===== config.mk =====
export PLATFORM = sky130hd
export DESIGN_NAME = comparator_8bit
export DESIGN_NICKNAME = d
export VERILOG_FILES = /design/src/rtl/comparator_8bit_pkg.sv /design/src/rtl/comparator_8bit_slice4.sv /design/src/rtl/comparator_8bit.sv
export SDC_FILE = /design/constraint.sdc
export NUM_CORES = 1
export LEC_CHECK = 0
export BUFFER_PORTS_ARGS = -buffer_cell sky130_fd_sc_hd__buf_2
export CORE_AREA = 5 5 42 44
export CTS_CLUSTER_SIZE = 12
export DETAILED_ROUTE_END_ITERATION = 6
export DIE_AREA = 0 0 47 49
export PLACE_DENSITY = 0.61
export SYNTH_ARGS = -nofsm -noshare
export SYNTH_HDL_FRONTEND = slang
export SYNTH_SLANG_ARGS = --single-unit

===== constraint.sdc =====
create_clock -name clk -period 1.23 [get_ports clk]
set_input_delay 0.0615 -clock clk [delete_from_list [all_inputs] [get_ports clk]]
set_output_delay 0.0615 -clock clk [all_outputs]
set_load 0.02 [all_outputs]

===== src/rtl/comparator_8bit_pkg.sv =====
// rtl/comparator_8bit_pkg.sv - shared slice width and result type for the magnitude comparator
package comparator_8bit_pkg;

   localparam int SLICE_W = 4;

   // Bit order matches the output triples: {lt, eq, gt}
   typedef struct packed {
      logic lt;
      logic eq;
      logic gt;
   } cmp_result_t;

   localparam cmp_result_t CMP_NONE = '{lt: 1'b0, eq: 1'b0, gt: 1'b0};
   localparam cmp_result_t CMP_EQ   = '{lt: 1'b0, eq: 1'b1, gt: 1'b0};
   localparam cmp_result_t CMP_LT   = '{lt: 1'b1, eq: 1'b0, gt: 1'b0};
   localparam cmp_result_t CMP_GT   = '{lt: 1'b0, eq: 1'b0, gt: 1'b1};

endpackage


===== src/rtl/comparator_8bit_slice4.sv =====
// rtl/comparator_8bit_slice4.sv - 4-bit cascadable magnitude compare slice
module comparator_slice4
   import comparator_8bit_pkg::*;
(
   input  logic [SLICE_W-1:0] a,
   input  logic [SLICE_W-1:0] b,
   input  logic               lt_in,
   input  logic               eq_in,
   input  logic               gt_in,
   output logic               lt,
   output logic               eq,
   output logic               gt
);

   cmp_result_t res;

   // Local inequality wins; only a locally equal nibble defers to the lower slices
   always_comb begin
      res = CMP_NONE;
      if (a < b) begin
         res = CMP_LT;
      end else if (a > b) begin
         res = CMP_GT;
      end else begin
         res = '{lt: lt_in, eq: eq_in, gt: gt_in};
      end
   end

   assign lt = res.lt;
   assign eq = res.eq;
   assign gt = res.gt;

endmodule


===== src/rtl/comparator_8bit.sv =====
// rtl/comparator_8bit.sv - unsigned WIDTH-bit comparator with combinational and registered result triples
module comparator_8bit
   import comparator_8bit_pkg::*;
#(
   parameter int WIDTH = 8
) (
   input  logic             clk,
   input  logic             rst,
   input  logic [WIDTH-1:0] A,
   input  logic [WIDTH-1:0] B,
   output logic             less,
   output logic             equal,
   output logic             More,
   output logic             AltB,
   output logic             AeqB,
   output logic             AgtB
);

   localparam int N_SLICE = WIDTH / SLICE_W;

   // Cascade node k feeds slice k; node 0 is the "all lower bits equal" seed
   logic [N_SLICE:0] lt_c;
   logic [N_SLICE:0] eq_c;
   logic [N_SLICE:0] gt_c;

   assign lt_c[0] = 1'b0;
   assign eq_c[0] = 1'b1;
   assign gt_c[0] = 1'b0;

   for (genvar k = 0; k < N_SLICE; k++) begin : g_slice
      comparator_slice4 u_slice (
         .a     (A[k*SLICE_W +: SLICE_W]),
         .b     (B[k*SLICE_W +: SLICE_W]),
         .lt_in (lt_c[k]),
         .eq_in (eq_c[k]),
         .gt_in (gt_c[k]),
         .lt    (lt_c[k+1]),
         .eq    (eq_c[k+1]),
         .gt    (gt_c[k+1])
      );
   end

   assign less  = lt_c[N_SLICE];
   assign equal = eq_c[N_SLICE];
   assign More  = gt_c[N_SLICE];

   cmp_result_t result_q;

   // All-zero after reset marks "no valid result yet"
   always_ff @(posedge clk) begin
      if (rst) begin
         result_q <= CMP_NONE;
      end else begin
         result_q <= '{lt: less, eq: equal, gt: More};
      end
   end

   assign AltB = result_q.lt;
   assign AeqB = result_q.eq;
   assign AgtB = result_q.gt;

endmodule


==> results.json <==
{
  "nFillCells": 141,
  "multi_input_area_um2": 338,
  "synth_top_cell_by_area": "ha_1",
  "fin_crit_ns": 1.21,
  "drc_errors": 0,
  "postSynthAreaPerCell_um2": 8.79,
  "cp-end-kind": "primary output",
  "wire_per_inst_um": 10.7,
  "final_nets": 93,
  "synth.mux.area_fraction": 0,
  "regArea_um2": 60.1,
  "start_util": 0.232,
  "cpMostUsedCell": "buf_6",
  "yosys-top-cells-count": "inv_1 (9), ha_1 (8), dfxtp_1 (3)",
  "crit_cells": 7,
  "clock_path_buffers": 2,
  "track_usage": 0.0844,
  "tightest_slew_ns": 0.254,
  "path_buf_inv": 3,
  "post-place-ws_ns": -0.0968,
  "die_w_um": 47,
  "rsz0062_at_grt": "true",
  "routed_via_density": 4.40,
  "startpoint_type": "input pin",
  "rows": 14,
  "setup_tns_ns": 0,
  "ir_worst_vdd_mv": 0.422,
  "cts_tree": "done",
  "grt_max_degree": 5,
  "synth_warnings": 0,
  "slowest_delay_ns": 0.25,
  "synthSimpleGateAreaFrac": 0.231,
  "synth_fp_nets": 63,
  "htree_levels": 1,
  "maxCapViolations": 0,
  "worstSetupPathType": "in2out",
  "fmax_mhz": 828,
  "antenna_cells": 0,
  "async_reset_ff_frac": 0,
  "synth_ff_type": "dfxtp_1",
  "synth.top_cell.area_share": 0.308,
  "antenna_left": 0,
  "dieArea_um2": 2300,
  "synth_top_family_by_area": "adder cells",
  "period_share": 0.982,
  "dpl_cell_area_um2": 499,
  "antenna_found_initial": 0,
  "core_um2": 1400,
  "p_leak_nw": 0.331,
  "cp_top_family": "compound AO/OA/AOI/OAI gates",
  "finalWorstSetupSlack_ns": 0.0226,
  "cp_data_arrival_time_ns": 1.15,
  "cts_buffers": 3,
  "cts.sinks": 3,
  "crit_chain": "buf_6 -> inv_4 -> ha_4 -> nor2b_1 -> o211a_1 -> o211a_4 -> buf_6",
  "synthTopCellsByArea": "ha_1 (31%), dfxtp_1 (18%), inv_1 (10%), o211a_1 (6.2%), o32ai_2 (5.0%)",
  "drt_pass1_iterations": 1,
  "syn_to_final_growth_pct": 97.7,
  "numPortBuffers": 23,
  "syn_inst": 37,
  "gp_routability_congestion": 0.613,
  "hold_violations": 0,
  "die_h_um": 49,
  "post_route_cells_drive_above_1_share": 0.636,
  "ys_seq_area_frac": 0.185,
  "grt_overflow": 0,
  "fin_cells": 82,
  "design_area_um2": 643,
  "synth_edf_count": 0,
  "synth_compound_gate_area_share": 0.173,
  "slew_headroom": 0.830,
  "synthAdderAreaFrac": 0.308,
  "dp_hpwl_um": 644,
  "synth-seq-cells": 3,
  "yosysMostFrequentCell": "inv_1",
  "clkTransAtPathRegs_ns": 0.04,
  "cts_root_buf": "clkbuf_4",
  "post-place-cells": 77,
  "ys_types": 17,
  "io_pins": 24,
  "hold_depth": 2,
  "first_iter_violations": 0,
  "status": "complete, no violations",
  "power.density_nw_per_um2": 771,
  "critPathSlowestCell": "o211a_1",
  "grt_pass1_vias": 358,
  "hp-class": "in2reg",
  "grt_pass1_wl_um": 1320,
  "setup_viol": 0,
  "report.final.slew_viol_count": 0,
  "netlist_area_um2": 325,
  "synth_xor_area_frac": 0,
  "cts_hold_buf": 0,
  "routed_wl_um": 876,
  "path_max_fanout": 2,
  "via_count": 361,
  "required_ns": 1.17
}
## final timing paths
kind / start / to / slack, ns
hold / removal: rst / AeqB / 0.01
setup / recovery: B[5] / equal / 0.02
## where the power goes
group / switching, mW / internal [mW]
Combinational: 0.105 / 0.110
Clock: 0.0538 / 0.122
Sequential: 0.00141 / 0.104
## routing by layer
layer  wire, um  vias to the layer above  GRT usage
li1           -                      183          -
met1        302                      162     0.0746
met2        450                       14      0.129
met3        109                        2     0.0517
met4         12                        0     0.0691
met5          0                        -          0
## through the flow
stage	hold slack [ns]	utilization	power, mW
after floorplan	0.127	-	0.211
after global placement	0.255	0.356	0.266
after detailed placement	0.258	0.356	0.268
after CTS	0.00249	0.438	0.493
after global routing	0.0189	0.459	0.541
final	0.0132	0.459	0.496
## state kept, by name, indices dropped and copies added, names as in the netlist
signal,count
AeqB,1
AgtB,1
AltB,1
## cell families after synthesis
group,after synthesis
simple gates,11
buf+inv,9
fa+ha+maj,8
compound gates,6
flops,3
## placed cells by master, fill, tap and decap left out, drive strengths merged
master,count
nor3,2
nand2b,1
dfxtp,3
ha,8
nor2b,2
a21oi,1
a21o,2
o32ai,1
nand2,2
clkbuf,4
o211a,2
nand4,1
buf,25
nand3b,1
and2b,1
nor2,1
inv,9
## final cells by class
class | instances | share of cell area
Inverter | 9 | 0.0603
Sequential cell | 3 | 0.0934
Clock buffer | 4 | 0.0409
Timing Repair Buffer | 25 | 0.249
Multi-Input combinational cell | 25 | 0.525
Tap cell | 16 | 0.0311
## timing repair
item / CTS / global route
buffers inserted: 0 / 1
cloned: 0 / 0
setup endpoints to repair: 3 / 3
pin swaps: 7 / 2
gates resized for setup: 15 / 3
Note: power is estimated with default switching activity, not from simulation.
